[src/rtl/fib_ctrl_pkg.sv]
// Shared encodings for the Fibonacci sequencer: FSM states, control-word layout,
// ALU operation codes and register/mux select codes.
package fib_ctrl_pkg;

    typedef enum logic [2:0] {
        StIdle,
        StInit0,
        StInit1,
        StSel,
        StAdd,
        StWrb,
        StCmp,
        StDone
    } state_e;

    localparam int unsigned SigW  = 9;
    localparam int unsigned AluHi = 8;
    localparam int unsigned AluLo = 7;
    localparam int unsigned MuxAHi = 6;
    localparam int unsigned MuxALo = 5;
    localparam int unsigned MuxBHi = 4;
    localparam int unsigned MuxBLo = 3;
    localparam int unsigned RegHi = 2;
    localparam int unsigned RegLo = 1;
    localparam int unsigned WBit  = 0;

    localparam logic [1:0] AluAdd  = 2'b00;
    localparam logic [1:0] AluInc  = 2'b01;
    localparam logic [1:0] AluPass = 2'b10;
    localparam logic [1:0] AluCmp  = 2'b11;

    localparam logic [1:0] RegR1     = 2'b00;
    localparam logic [1:0] RegR2     = 2'b01;
    localparam logic [1:0] RegR3     = 2'b10;
    localparam logic [1:0] MuxAZero  = 2'b11;
    localparam logic [1:0] MuxBLimit = 2'b11;

    function automatic logic [SigW-1:0] ctrl_word(input logic [1:0] alu, input logic [1:0] mux_a,
                                                  input logic [1:0] mux_b, input logic [1:0] reg_sel,
                                                  input logic w);
        logic [SigW-1:0] word;
        word                = '0;
        word[AluHi:AluLo]   = alu;
        word[MuxAHi:MuxALo] = mux_a;
        word[MuxBHi:MuxBLo] = mux_b;
        word[RegHi:RegLo]   = reg_sel;
        word[WBit]          = w;
        return word;
    endfunction

endpackage

[src/rtl/fib_role_rot.sv]
// Mod-3 role pointer: maps p to the old/new/dest register codes so the
// datapath never has to copy registers between iterations.
module fib_role_rot
    import fib_ctrl_pkg::*;
(
    input  logic       clk,
    input  logic       rst,
    input  logic       clr,
    input  logic       adv,
    input  logic       hold,
    output logic [1:0] old_code,
    output logic [1:0] new_code,
    output logic [1:0] dest_code
);

    logic [1:0] p_q, p_d;

    always_comb begin
        p_d = p_q;
        if (clr) begin
            p_d = 2'd0;
        end else if (adv && !hold) begin
            p_d = (p_q == 2'd2) ? 2'd0 : p_q + 2'd1;
        end
    end

    always_ff @(posedge clk or posedge rst) begin
        if (rst) begin
            p_q <= 2'd0;
        end else begin
            p_q <= p_d;
        end
    end

    always_comb begin
        old_code  = RegR1;
        new_code  = RegR2;
        dest_code = RegR3;
        unique case (p_q)
            2'd1: begin
                old_code  = RegR2;
                new_code  = RegR3;
                dest_code = RegR1;
            end
            2'd2: begin
                old_code  = RegR3;
                new_code  = RegR1;
                dest_code = RegR2;
            end
            default: begin
                old_code  = RegR1;
                new_code  = RegR2;
                dest_code = RegR3;
            end
        endcase
    end

endmodule

[src/rtl/fib_sequencer.sv]
// Start/done controller sequencing the three-register Fibonacci datapath.
// Optional iteration cap enabled by defining ITER_LIMIT_EN.
module fib_sequencer
    import fib_ctrl_pkg::*;
#(
    parameter int unsigned ITER_W   = 8,
    parameter int unsigned MAX_ITER = 200
) (
    input  logic              clk,
    input  logic              rst,
    input  logic              start,
    input  logic              hold,
    input  logic              mayor,
    output logic [SigW-1:0]   o_signal,
    output logic              busy,
    output logic              done,
    output logic              err,
    output logic [ITER_W-1:0] o_iter,
    output logic [1:0]        o_res_sel
);

    localparam logic [ITER_W-1:0] IterMax = '1;

    state_e            state_q, state_d;
    logic [ITER_W-1:0] iter_q, iter_d, iter_inc;
    logic [1:0]        res_q, res_d;
    logic              err_q, err_d;
    logic              rot_clr, rot_adv;
    logic [1:0]        old_code, new_code, dest_code;
    logic [SigW-1:0]   sig;

`ifdef ITER_LIMIT_EN
    localparam logic [ITER_W-1:0] IterCap = ITER_W'(MAX_ITER);
`else
    logic unused_max_iter;
    assign unused_max_iter = ^MAX_ITER;
`endif

    fib_role_rot u_role_rot (
        .clk       (clk),
        .rst       (rst),
        .clr       (rot_clr),
        .adv       (rot_adv),
        .hold      (hold),
        .old_code  (old_code),
        .new_code  (new_code),
        .dest_code (dest_code)
    );

    always_comb begin
        state_d  = state_q;
        iter_d   = iter_q;
        res_d    = res_q;
        err_d    = err_q;
        rot_clr  = 1'b0;
        rot_adv  = 1'b0;
        iter_inc = (iter_q == IterMax) ? iter_q : iter_q + 1'b1;
        unique case (state_q)
            StIdle: begin
                if (start) begin
                    state_d = StInit0;
                    iter_d  = '0;
                    err_d   = 1'b0;
                    rot_clr = 1'b1;
                end
            end
            StInit0: if (!hold) state_d = StInit1;
            StInit1: if (!hold) state_d = StSel;
            StSel:   if (!hold) state_d = StAdd;
            StAdd:   if (!hold) state_d = StWrb;
            StWrb:   if (!hold) state_d = StCmp;
            StCmp: begin
                if (!hold) begin
                    if (mayor) begin
                        state_d = StDone;
                        res_d   = dest_code;
                    end else begin
                        state_d = StSel;
                        iter_d  = iter_inc;
                        rot_adv = 1'b1;
`ifdef ITER_LIMIT_EN
                        if (iter_inc == IterCap) begin
                            state_d = StDone;
                            err_d   = 1'b1;
                            res_d   = dest_code;
                        end
`endif
                    end
                end
            end
            StDone:  state_d = StIdle;
            default: state_d = StIdle;
        endcase
    end

    always_ff @(posedge clk or posedge rst) begin
        if (rst) begin
            state_q <= StIdle;
            iter_q  <= '0;
            res_q   <= 2'b00;
            err_q   <= 1'b0;
        end else begin
            state_q <= state_d;
            iter_q  <= iter_d;
            res_q   <= res_d;
            err_q   <= err_d;
        end
    end

    // Moore decode; reg field is don't-care (r1) in states that do not write.
    always_comb begin
        sig = '0;
        unique case (state_q)
            StInit0:      sig = ctrl_word(AluPass, MuxAZero, RegR1, RegR1, 1'b1);
            StInit1:      sig = ctrl_word(AluInc, MuxAZero, RegR1, RegR2, 1'b1);
            StSel, StAdd: sig = ctrl_word(AluAdd, old_code, new_code, RegR1, 1'b0);
            StWrb:        sig = ctrl_word(AluAdd, old_code, new_code, dest_code, 1'b1);
            StCmp:        sig = ctrl_word(AluCmp, dest_code, MuxBLimit, RegR1, 1'b0);
            default:      sig = '0;
        endcase
    end

    // Write enable is the only output allowed to see an input combinationally.
    always_comb begin
        o_signal       = sig;
        o_signal[WBit] = sig[WBit] & ~hold;
    end

    assign busy      = (state_q != StIdle);
    assign done      = (state_q == StDone);
    assign err       = err_q;
    assign o_iter    = iter_q;
    assign o_res_sel = res_q;

endmodule
[config.mk]
export PLATFORM = sky130hd
export DESIGN_NAME = fib_sequencer
export DESIGN_NICKNAME = d
export VERILOG_FILES = /design/src/rtl/fib_ctrl_pkg.sv /design/src/rtl/fib_role_rot.sv /design/src/rtl/fib_sequencer.sv
export SDC_FILE = /design/constraint.sdc
export NUM_CORES = 1
export LEC_CHECK = 0
export CAP_MARGIN = 20
export CELL_PAD_IN_SITES_DETAIL_PLACEMENT = 0
export CELL_PAD_IN_SITES_GLOBAL_PLACEMENT = 2
export CORE_ASPECT_RATIO = 1.5
export CORE_MARGIN = 2
export CORE_UTILIZATION = 30
export CTS_BUF_LIST = sky130_fd_sc_hd__clkbuf_2 sky130_fd_sc_hd__clkbuf_4 sky130_fd_sc_hd__clkbuf_8
export DETAILED_ROUTE_END_ITERATION = 7
export DONT_BUFFER_PORTS = 1
export PLACE_DENSITY = 0.76
export SETUP_SLACK_MARGIN = 0.1
export SLEW_MARGIN = 10
export SYNTH_ARGS = -nofsm -noshare
export SYNTH_HDL_FRONTEND = slang
export SYNTH_SLANG_ARGS = --single-unit
[constraint.sdc]
create_clock -name clk -period 1.93 [get_ports clk]
set_input_delay 0.386 -clock clk [delete_from_list [all_inputs] [get_ports clk]]
set_output_delay 0.386 -clock clk [all_outputs]
set_load 0.03 [all_outputs]
# --- Word-level counts from Yosys, hierarchy flattened ---
# Cells that the tools add are included.
# W data, S select, Z words.
classes:
  addsub: 2
  n_eq_ne: 19
  muxes: 26
  bitwise: 2
  n_reduce_logical: 10
ops:
  columns: ["cell", "n"]
  rows:
  - ["$pmux W9 S5", 1]
  - ["$mux W8", 4]
  - ["$mux W3", 8]
  - ["$pmux W3 S8", 1]
  - ["$ne A2 B2 Y1 const B", 9]
  - ["$pmux W8 S2", 1]
  - ["$eq A3 B3 Y1 const B", 4]
  - ["$pmux W2 S2", 3]
  - ["$add A8 B1 Y8 const B", 1]
  - ["$eq A8 B8 Y1 const B", 1]
  - ["$reduce_and A7 Y1", 1]
  - ["$eq A3 B2 Y1 const B", 2]
  - ["$mux W2", 3]
  - ["$mux W1", 5]
  - ["$reduce_and A5 Y1", 1]
  - ["$reduce_bool A2 Y1", 2]
  - ["$eq A3 B1 Y1 const B", 1]
  - ["$logic_not A3 Y1", 1]
  - ["$reduce_and A3 Y1", 1]
  - ["$reduce_bool A3 Y1", 1]
  - ["$add A2 B1 Y2 const B", 1]
  - ["$eq A2 B1 Y1 const B", 1]
  - ["$eq A2 B2 Y1 const B", 1]
  - ["$reduce_or A2 Y1", 1]
  - ["4 further kinds", 4]
word_totals:
  regBits: 15
  out_inout_bits: 22
  wordCells: 63

# --- Depth between registers and ports, before layout ---
# Gate-level depths: netlist of run 1.
depth:
  word_depth: 6
  ltp_mapped: 5
  mapped_depth_nobuf: 5

# --- Cells and area by module ---
# From an unflattened synthesis of run 1, not the netlist that was laid out.
unflattened:
  hier_cells: 138
  area_unflattened_um2: 1157.4
by_module_without_submodules:
  columns: ["mod", "n_inst", "cells_per_inst", "area_each_um2", "seq_area_each_um2"]
  rows:
  - ["fib_sequencer", 1, 120, 968.4, 325.3]
  - ["fib_role_rot", 1, 18, 188.9, 50.0]

# --- Least setup slack after synthesis of run 1 ---
# OpenSTA, ideal clock, no wires.
synth_path:
  path_kind: "reg-to-output"
  from: "register state_q[0]"
  to: "output port o_signal[5]"
  arrival_ns: 1.911
  path_slack_ns: -0.367
  stages_incl_launch_ff: 5
  path_buffers: 1
  cell_sequence: "dfrtp_1 > clkbuf_1 > nor2b_1 > a21oi_1 > o21ai_0"
synth_between:
  elab_chain_len: 3
  elab_cells_between_ends: 8
  cone_classes: "eq/ne (6); mux (1); reduce/logical (1)"
synth_lines:
  columns: ["element", "line", "text"]
  rows:
  - ["start: declaration", "fib_sequencer.sv:24", "state_e state_q, state_d;"]
  - ["start signal: assignment", "fib_sequencer.sv:98", "state_q <= StIdle;"]
  - ["start signal: assignment", "fib_sequencer.sv:103", "state_q <= state_d;"]
  - ["$eq A3 B2 Y1 or $eq A3 B3 Y1 (tied branches)", "fib_sequencer.sv:113", "unique case (state_q)"]
  - ["$reduce_or A2 Y1", "fib_sequencer.sv:113", null]
  - ["$pmux W9 S5 *", "fib_sequencer.sv:113", null]
  - ["end: declaration", "fib_sequencer.sv:14", "output logic [SigW-1:0] o_signal,"]
# Mark *: on every way between the ends. The rest lies on a longest branch, timed or not.

# --- Worst setup path in the final report of run 1 ---
layout_path:
  from: "register u_role_rot.p_q[0]"
  to: "output port o_signal[6]"
layout_between:
  elab_chain_len: 3
  elab_cells_between_ends: 5
  cone_classes: "eq/ne (2); mux (3)"
layout_lines:
  columns: ["element", "line", "text"]
  rows:
  - ["start: declaration", "fib_role_rot.sv:16", "logic [1:0] p_q, p_d;"]
  - ["start signal: assignment", "fib_role_rot.sv:31", "p_q <= p_d;"]
  - ["$eq A2 B2 Y1 or $eq A2 B1 Y1 (tied branches)", "fib_role_rot.sv:39", "unique case (p_q)"]
  - ["$pmux W2 S2", "fib_role_rot.sv:39", null]
  - ["$pmux W9 S5 *", "fib_sequencer.sv:113", null]
# Marks and branches as above.

==> results of run 1 <==
## layout by cell type (no fill, tap or decap), types with 2 or more instances in the layout
master / synthesis / layout
sky130_fd_sc_hd__a21oi_1: 7 / 7
sky130_fd_sc_hd__o31ai_1: 2 / 2
sky130_fd_sc_hd__nor2b_1: 7 / 5
sky130_fd_sc_hd__nand3_1: 9 / 8
sky130_fd_sc_hd__dfrtp_1: 15 / 10
sky130_fd_sc_hd__nand2_1: 17 / 16
sky130_fd_sc_hd__dfrtp_2: 0 / 5
sky130_fd_sc_hd__inv_1: 8 / 8
sky130_fd_sc_hd__or4_1: 2 / 2
sky130_fd_sc_hd__mux2i_1: 3 / 3
sky130_fd_sc_hd__ha_2: 0 / 3
sky130_fd_sc_hd__buf_4: 1 / 25
sky130_fd_sc_hd__clkbuf_8: 0 / 3
sky130_fd_sc_hd__and3_1: 3 / 3
sky130_fd_sc_hd__nand2b_1: 3 / 3
sky130_fd_sc_hd__o21ai_0: 12 / 10
sky130_fd_sc_hd__nor2_1: 6 / 5
sky130_fd_sc_hd__nor2b_4: 0 / 2
sky130_fd_sc_hd__o211ai_1: 2 / 2
## area by class of cell
| cell class | count | area, sq um | area share, % |
|---|---|---|---|
| clock buffers | 4 | 48.8 | 3.51 |
| inverters | 8 | 30.0 | 2.16 |
| multi-input cells | 98 | 691 | 49.6 |
| flip-flops and latches | 15 | 382 | 27.4 |
| well taps | 42 | 52.6 | 3.78 |
| repair buffers | 25 | 188 | 13.5 |
## power by group through the flow
stage	sequential, W	combinational [W]	clock [W]
after global placement	0.000496	0.000882	0
after global routing	0.000470	0.00122	0.000295
after floorplan	0.000471	0.000702	0
after CTS	0.000451	0.00109	0.000281
final	0.000458	0.00113	0.000269
after detailed placement	0.000501	0.000892	0
## per-stage QoR
stage	utilization (%)	setup slack (ns)	hold slack (ns)	instance area [sq um]	std cells
5_1_grt	40.7	0.0370	0.125	1390	192
2_1_floorplan	-	0.0536	0.287	1080	127
6_report	40.7	0.122	0.0869	1390	192
3_5_place_dp	35.9	0.178	0.376	1220	179
4_1_cts	39.7	0.116	0.108	1360	191
3_3_place_gp	35.9	0.206	0.377	1220	179
## sequential cells by signal, indices dropped and copies added (netlist names)
register / cells
state_q: 3
u_role_rot.p_q: 2
o_iter: 8
o_res_sel: 2
## metal layers
layer | wire (um) | up-vias
met5 | 0 | -
met2 | 1580 | 24
met3 | 106 | 2
li1 | - | 499
met4 | 21 | 0
met1 | 1240 | 499
## worst reg2reg max path, delay by kind of cell (launching register included)
kind	cells	cell delay (ns)
flip-flops	1	0.40
AND/OR/NAND/NOR	3	0.80
AO/OA/AOI/OAI	1	0.30
adder cells (fa/ha/maj)	1	0.19
## cell families after synthesis
kind of cell | count (synthesis) | synth area share, %
compound gates | 33 | 20.9
fa+ha+maj | 4 | 4.70
buf+inv | 14 | 5.40
flops | 15 | 35.2
mux | 4 | 3.87
other cells | 1 | 0.352
simple gates | 56 | 29.6
## synthesized netlist by cell type
| cell type | count |
|---|---|
| sky130_fd_sc_hd__nand4bb_1 | 1 |
| sky130_fd_sc_hd__o211ai_1 | 2 |
| sky130_fd_sc_hd__nand2_1 | 17 |
| sky130_fd_sc_hd__nor4_1 | 1 |
| sky130_fd_sc_hd__inv_1 | 8 |
| sky130_fd_sc_hd__ha_1 | 4 |
| sky130_fd_sc_hd__and4bb_2 | 1 |
| sky130_fd_sc_hd__nor2_1 | 6 |
| sky130_fd_sc_hd__mux2_2 | 1 |
| sky130_fd_sc_hd__a31oi_1 | 1 |
| sky130_fd_sc_hd__a22oi_1 | 1 |
| sky130_fd_sc_hd__o21ai_0 | 12 |
| sky130_fd_sc_hd__o311a_1 | 1 |
| sky130_fd_sc_hd__or3_1 | 1 |
| sky130_fd_sc_hd__a211o_1 | 1 |
| sky130_fd_sc_hd__a41o_4 | 1 |
| sky130_fd_sc_hd__nand2b_1 | 3 |
| sky130_fd_sc_hd__a32o_1 | 1 |
| sky130_fd_sc_hd__nand3_1 | 9 |
| sky130_fd_sc_hd__buf_2 | 1 |
| sky130_fd_sc_hd__buf_4 | 1 |
| sky130_fd_sc_hd__and3_2 | 1 |
| sky130_fd_sc_hd__a21oi_1 | 7 |
| sky130_fd_sc_hd__and4b_1 | 1 |
| sky130_fd_sc_hd__and4_4 | 1 |
| sky130_fd_sc_hd__o31ai_1 | 2 |
| sky130_fd_sc_hd__conb_1 | 1 |
| sky130_fd_sc_hd__a41oi_1 | 1 |
| sky130_fd_sc_hd__o22a_1 | 1 |
| sky130_fd_sc_hd__nand3b_1 | 1 |
| sky130_fd_sc_hd__or4_1 | 2 |
| sky130_fd_sc_hd__a21o_1 | 1 |
| sky130_fd_sc_hd__and3_1 | 3 |
| sky130_fd_sc_hd__dfrtp_1 | 15 |
| sky130_fd_sc_hd__a22o_1 | 1 |
| sky130_fd_sc_hd__clkbuf_1 | 4 |
| sky130_fd_sc_hd__mux2i_1 | 3 |
| sky130_fd_sc_hd__nor2b_1 | 7 |
| sky130_fd_sc_hd__nor4b_2 | 1 |
## final timing paths
| check | slack (ns) | start | cells after the start | endpoint |
|---|---|---|---|---|
| worst max-delay path | 0.12 | u_role_rot.p_q[0] | 5 | o_signal[6] |
| worst min-delay path | 0.09 | rst | 1 | state_q[0] |
| worst max register to register | 0.17 | o_iter[0] | 5 | o_iter[3] |
| worst min register to register | 0.57 | u_role_rot.p_q[1] | 2 | u_role_rot.p_q[1] |
| max in group asynchronous | 1.42 | rst | 1 | o_iter[0] |
| min in group clk | 0.29 | hold | 2 | state_q[0] |
## what timing repair did
item,4_1_cts,5_1_grt
setup buffers,8,1
endpoints found under the setup margin,9,6
pin swaps,1,0
resized for setup,9,5
==> results.md, run 1 <==
| Result | Value |
|:---|:---|
| Layout overhead on the synthesized area | 30.5% |
| Buffer cell driving the clock tree root | sky130_fd_sc_hd__clkbuf_8 |
| Clock power share | 14.5% |
| Fraction of final layout cells with drive strength greater than 1 | 34.0% |
| Area enclosed by the die boundary | 0.00406 sq mm |
| TNS Setup | 0 ns |
| Remaining antenna violation count | 0 |
| Critical Path Most Common Cell | sky130_fd_sc_hd__nand2_1 |
| Slew at the pin closest to its max-slew limit | 0.588 ns |
| Final #Nets | 160 |
| Hold-fix buffers at CTS | 0 |
| Number of nets in the synthesized netlist | 136 |
| Arr. time, crit path | 1.42 ns |
| Buffer levels on the longest clock path | 2 |
| Pint | 0.000983 W |
| Leakage power total | 0.631 nW |
| H-tree depth reported by CTS | 1 |
| Core footprint | 0.00342 sq mm |
| Type of destination of the critical path | primary output |
| Ratio of routed vias to standard cells | 5.33 |
| Largest delay contributor family on the critical path | flip-flops |
| Fmax | 553 MHz |
| Skew final | 0.00462 ns |
| Sw Ratio | 47.0% |
| MaxCap Viol Count | 0 |
| Standard-cell rows | 26 |
| Remaining global-route overflow | 0 |
| Largest area contributor in the synthesized netlist | sky130_fd_sc_hd__dfrtp_1 |
| CP startpoint kind | flop |
| Maximum single-stage delay on the critical path | 0.41 ns |
| Data required time of the critical path | 1.54 ns |
| DRT iter0 DRCs | 30 |
| Global routing usage on met1 | 19.0% |
| Global-route usage over all layers | 15.4% |
| Post-Synthesis Cell Area | 0.00107 sq mm |
| Worst max-slew margin expressed relative to the limit | 60.8% |
| Max stage delay cell, worst path | sky130_fd_sc_hd__dfrtp_1 |
| Global Route met3 Usage | 2.14% |
| Total wire length after detailed routing | 2940 um |
| Run status | finished, final reports clean |
| Width of the die | 52.7 um |
| Top cell type's share of synthesized area | 35.2% |
| Class of the most critical setup path | reg2out |
| Met2 Resource Use GR | 26.3% |
| Clock slew at reported path FFs | 0.06 ns |
| Switching power of the nets | 0.000873 W |
| Cells taking the most area after synthesis | sky130_fd_sc_hd__dfrtp_1 (35%), sky130_fd_sc_hd__nand2_1 (6.0%), sky130_fd_sc_hd__o21ai_0 (5.6%) |
| Most utilized layer in the global route result | met2 |
| Class of the worst hold path | in2async |
| Vertical extent of the die | 77.0 um |
| Effective utilization at floorplan | 31.2% |
| Setup repair after global routing missed its margin | yes |
| Max-slew violation count | 0 |
| Sequential group share of total power | 24.7% |
| Highest fanout seen on the critical path | 4 |
| Number of CTS-inserted buffers | 3 |
| Number of warning messages in the yosys log | 0 |
| Clock latency reported for the late side of the worst-skew pair | 0.25 ns |
| Ports | 27 |
| RePlAce Congestion | 0.835 |
| Final Hold Fails | 0 |
| Cell breakdown of the critical path | inv_1 -> ha_2 -> nand2_1 -> nand2_1 -> nand3_4 |
| Number of unique standard cell types used by synthesis | 39 |
| Total number of vias | 1,024 |
| Count of TritonRoute iterations in the first routing pass | 4 |
| Post-route fraction of the period consumed by the critical path | 93.7% |
| Fillcell total | 375 |
| Final antenna diode count | 0 |
| Pwr dens | 1330 mW/mm^2 |
| Maximum vdd ir drop | 0.727 mV |
| CTS tree | built |
| First-pass GRT wire length | 4770 um |
| FF+latch count, synth | 15 |
| Setup violation total in the final timing report | 0 |
| Via count of the first global-routing pass | 997 |
| Tmin final | 1.81 ns |
| Sinks on the clock net | 15 |
| Buffering stage count on the worst path with inverters included | 1 |
| Count of unresolved DRC violations after routing | 0 |
| Maximum number of pins on one net before global-route repair | 16 |
| Buffers on Ports | 0 |
| Part of the Yosys area used for sequential elements | 35.2% |
| Initial antenna violation count | 0 |
| Post-DP HPWL | 2150 um |
| Mean routed wirelength per cell | 15.3 um |
| Synthesized netlist cell count | 127 |
| Part of the total power dissipated in combinational logic | 60.8% |
| Final total power | 0.00186 W |
| Per-instance average area after synthesis | 8.39 sq um |
No activity file was read; power rests on OpenSTA's default activity.
==> inputs of run 2 (changes only) <==
Settings changed: CORE_UTILIZATION 30 to 37, PLACE_DENSITY 0.76 to 0.89, SKIP_CTS_REPAIR_TIMING set to 1.
==> results.md, run 2 (same netlist as run 1, synthesis figures left out) <==
| Result | Value | Delta |
|:---|:---|:---|
| Run status | finished, final reports clean | unchanged |
| Total number of vias | 1,028 | was 1,024 |
| Hold slack | 0.0843 ns | was 0.0869 ns |
| RePlAce Congestion | 0.806 | was 0.835 |
| Maximum single-stage delay on the critical path | 0.48 ns | was 0.41 ns |
| Type of destination of the critical path | primary output | unchanged |
| Clock slew at reported path FFs | 0.06 ns | about the same |
| Final antenna diode count | 0 | unchanged |
| Buffer levels on the longest clock path | 2 | unchanged |
| Most frequent standard cell in the layout excluding fill and tap cells | sky130_fd_sc_hd__buf_4 | unchanged |
| Initial antenna violation count | 0 | unchanged |
| Max-slew violation count | 0 | unchanged |
| Via count of the first global-routing pass | 952 | was 997 |
| Leakage power total | 0.609 nW | was 0.631 nW |
| Count of TritonRoute iterations in the first routing pass | 4 | unchanged |
| MaxCap Viol Count | 0 | unchanged |
| Number of CTS-inserted buffers | 3 | unchanged |
| Crit path setup slack, layout | 0.0957 ns | was 0.122 ns |
| First-pass GRT wire length | 4230 um | was 4770 um |
| Final Hold Fails | 0 | unchanged |
| CP startpoint kind | flop | unchanged |
| Worst max-slew margin expressed relative to the limit | 59.8% | was 60.8% |
| Maximum number of pins on one net before global-route repair | 18 | was 16 |
| Setup violation total in the final timing report | 0 | unchanged |
| Fraction of final layout cells with drive strength greater than 1 | 32.7% | was 34.0% |
| Most frequent cells in the layout | sky130_fd_sc_hd__buf_4 (22), sky130_fd_sc_hd__nand2_1 (16), sky130_fd_sc_hd__o21ai_0 (10), sky130_fd_sc_hd__dfrtp_1 (10) | was sky130_fd_sc_hd__buf_4 (25), sky130_fd_sc_hd__nand2_1 (16), sky130_fd_sc_hd__o21ai_0 (10), sky130_fd_sc_hd__dfrtp_1 (10) |
| Sw Ratio | 49.0% | was 47.0% |
| Ports | 27 | unchanged |
| Routed met3 length | 183 um | was 106 um |
| Maximum vdd ir drop | 0.565 mV | was 0.727 mV |
| Layout overhead on the synthesized area | 25.7% | was 30.5% |
| Effective utilization at floorplan | 39.4% | was 31.2% |
| Ratio of routed vias to standard cells | 5.59 | was 5.33 |
| Remaining global-route overflow | 0 | unchanged |
| Uppermost signal routing layer after detailed routing | met4 | unchanged |
| Post-Route M1 WL | 1060 um | was 1240 um |
| Count of unresolved DRC violations after routing | 0 | unchanged |
| H-tree depth reported by CTS | 1 | unchanged |
| Pwr dens | 1330 mW/mm^2 | about the same |
| Final cell count without fillers | 184 | was 192 |
| Switching power of the nets | 0.000874 W | was 0.000873 W |
| Width of the die | 47.8 um | was 52.7 um |
| Cell breakdown of the critical path | nor2b_2 -> a21oi_1 -> o21ai_2 | was inv_1 -> ha_2 -> nand2_1 -> nand2_1 -> nand3_4 |
| Standard-cell rows | 23 | was 26 |
| Buffering stage count on the worst path with inverters included | 0 | was 1 |
| Total wire length after detailed routing | 2780 um | was 2940 um |
| Core footprint | 0.00271 sq mm | was 0.00342 sq mm |
| Part of the total power dissipated in combinational logic | 57.0% | was 60.8% |
| DRT iter0 DRCs | 38 | was 30 |
| Buffer cell driving the clock tree root | sky130_fd_sc_hd__clkbuf_8 | unchanged |
| Post-DP HPWL | 2080 um | was 2150 um |
| Slew at the pin closest to its max-slew limit | 0.602 ns | was 0.588 ns |
| Max stage delay cell, worst path | sky130_fd_sc_hd__dfrtp_2 | was sky130_fd_sc_hd__dfrtp_1 |
| Fillcell total | 287 | was 375 |
| Tmin final | 1.83 ns | was 1.81 ns |
| Largest delay contributor family on the critical path | flip-flops | unchanged |
| Sequential group share of total power | 28.1% | was 24.7% |
| Post-route fraction of the period consumed by the critical path | 95.0% | was 93.7% |
| Data required time of the critical path | 1.54 ns | about the same |
| CTS tree | built | unchanged |
| Vertical extent of the die | 69.7 um | was 77.0 um |
| Remaining antenna violation count | 0 | unchanged |
| Clock power share | 15.0% | was 14.5% |
| Arr. time, crit path | 1.45 ns | was 1.42 ns |
| Global-route usage over all layers | 17.5% | was 15.4% |
| Buffers on Ports | 0 | unchanged |
| Pint | 0.000910 W | was 0.000983 W |
| Number of flip-flops in the largest register | 8 | unchanged |
| Class of the worst hold path | in2async | unchanged |
| Skew final | 0.000780 ns | was 0.00462 ns |
| Sinks on the clock net | 15 | unchanged |
| Highest fanout seen on the critical path | 12 | was 4 |
| Instance count after placement with tap cells included | 175 | was 179 |
| Setup repair after global routing missed its margin | yes | unchanged |
| Met2 Routed Length | 1500 um | was 1580 um |
| Class of the most critical setup path | reg2out | unchanged |
| Minimum setup slack after placement | 0.173 ns | was 0.178 ns |
| Clock latency reported for the late side of the worst-skew pair | 0.25 ns | about the same |
| Area enclosed by the die boundary | 0.00334 sq mm | was 0.00406 sq mm |
| Final #Nets | 157 | was 160 |
| Fmax | 545 MHz | was 553 MHz |
| Mean routed wirelength per cell | 15.1 um | was 15.3 um |
-- run 2: changes by cell type in the layout (fill, tap and decap cells not counted), sizes merged --
cell	change
buf	-3
clkinv	+1
clkbuf	-1
-- run 2: path summary, 6_finish.rpt --
check / from / to / slack (ns) / cells after the start
max: state_q[2] / o_signal[3] / 0.1 / 3
min reg2reg: u_role_rot.p_q[1] / u_role_rot.p_q[1] / 0.57 / 2
max reg2reg: o_iter[1] / o_iter[7] / 0.17 / 5
max in group asynchronous: rst / state_q[2] / 1.42 / 1
min: rst / u_role_rot.p_q[0] / 0.08 / 1
min in group clk: hold / state_q[0] / 0.29 / 2
-- run 2: final cells by class --
class	count	area [sq um]	share of cell area, %
Clock buffer	3	41.3	3.08
Clock inverter	1	5.00	0.373
Inverter	8	30.0	2.24
Multi-Input combinational cell	98	671	50.0
Sequential cell	15	382	28.5
Tap cell	37	46.3	3.45
Timing Repair Buffer	22	165	12.3
-- run 2: routing by layer --
layer  global-route usage [%]  up-vias
met1                     18.8      492
met5                        0        -
met2                     30.2       37
li1                         -      495
met4                     7.21        0
met3                     4.17        4
-- run 2: per-stage QoR --
step           cell area, sq um  total power (W)  utilization [%]  TNS, ns
6_report                   1340          0.00178             49.5        0
5_1_grt                    1340          0.00190             49.5        0
4_1_cts                    1270          0.00167             47.0   -0.473
3_5_place_dp               1230          0.00140             45.3        0
3_3_place_gp               1230          0.00137             45.3        0
2_1_floorplan              1080          0.00117                -        0
-- run 2: power by group through the flow --
stage                     sequential (W)  clock [W]  combinational (W)
after floorplan                 0.000471          0           0.000702
after global placement          0.000511          0           0.000860
after detailed placement        0.000519          0           0.000884
after CTS                       0.000512   0.000266           0.000887
after global routing            0.000513   0.000286            0.00110
final                           0.000501   0.000267            0.00102
-- run 2: worst reg2reg max path, cell delays in order, from the launching register on --
cell and delay [ns]:
sky130_fd_sc_hd__dfrtp_2 0.41, sky130_fd_sc_hd__ha_2 0.18, sky130_fd_sc_hd__and4_4 0.20, sky130_fd_sc_hd__a41o_4 0.31, sky130_fd_sc_hd__o311a_1 0.33, sky130_fd_sc_hd__a211o_1 0.22
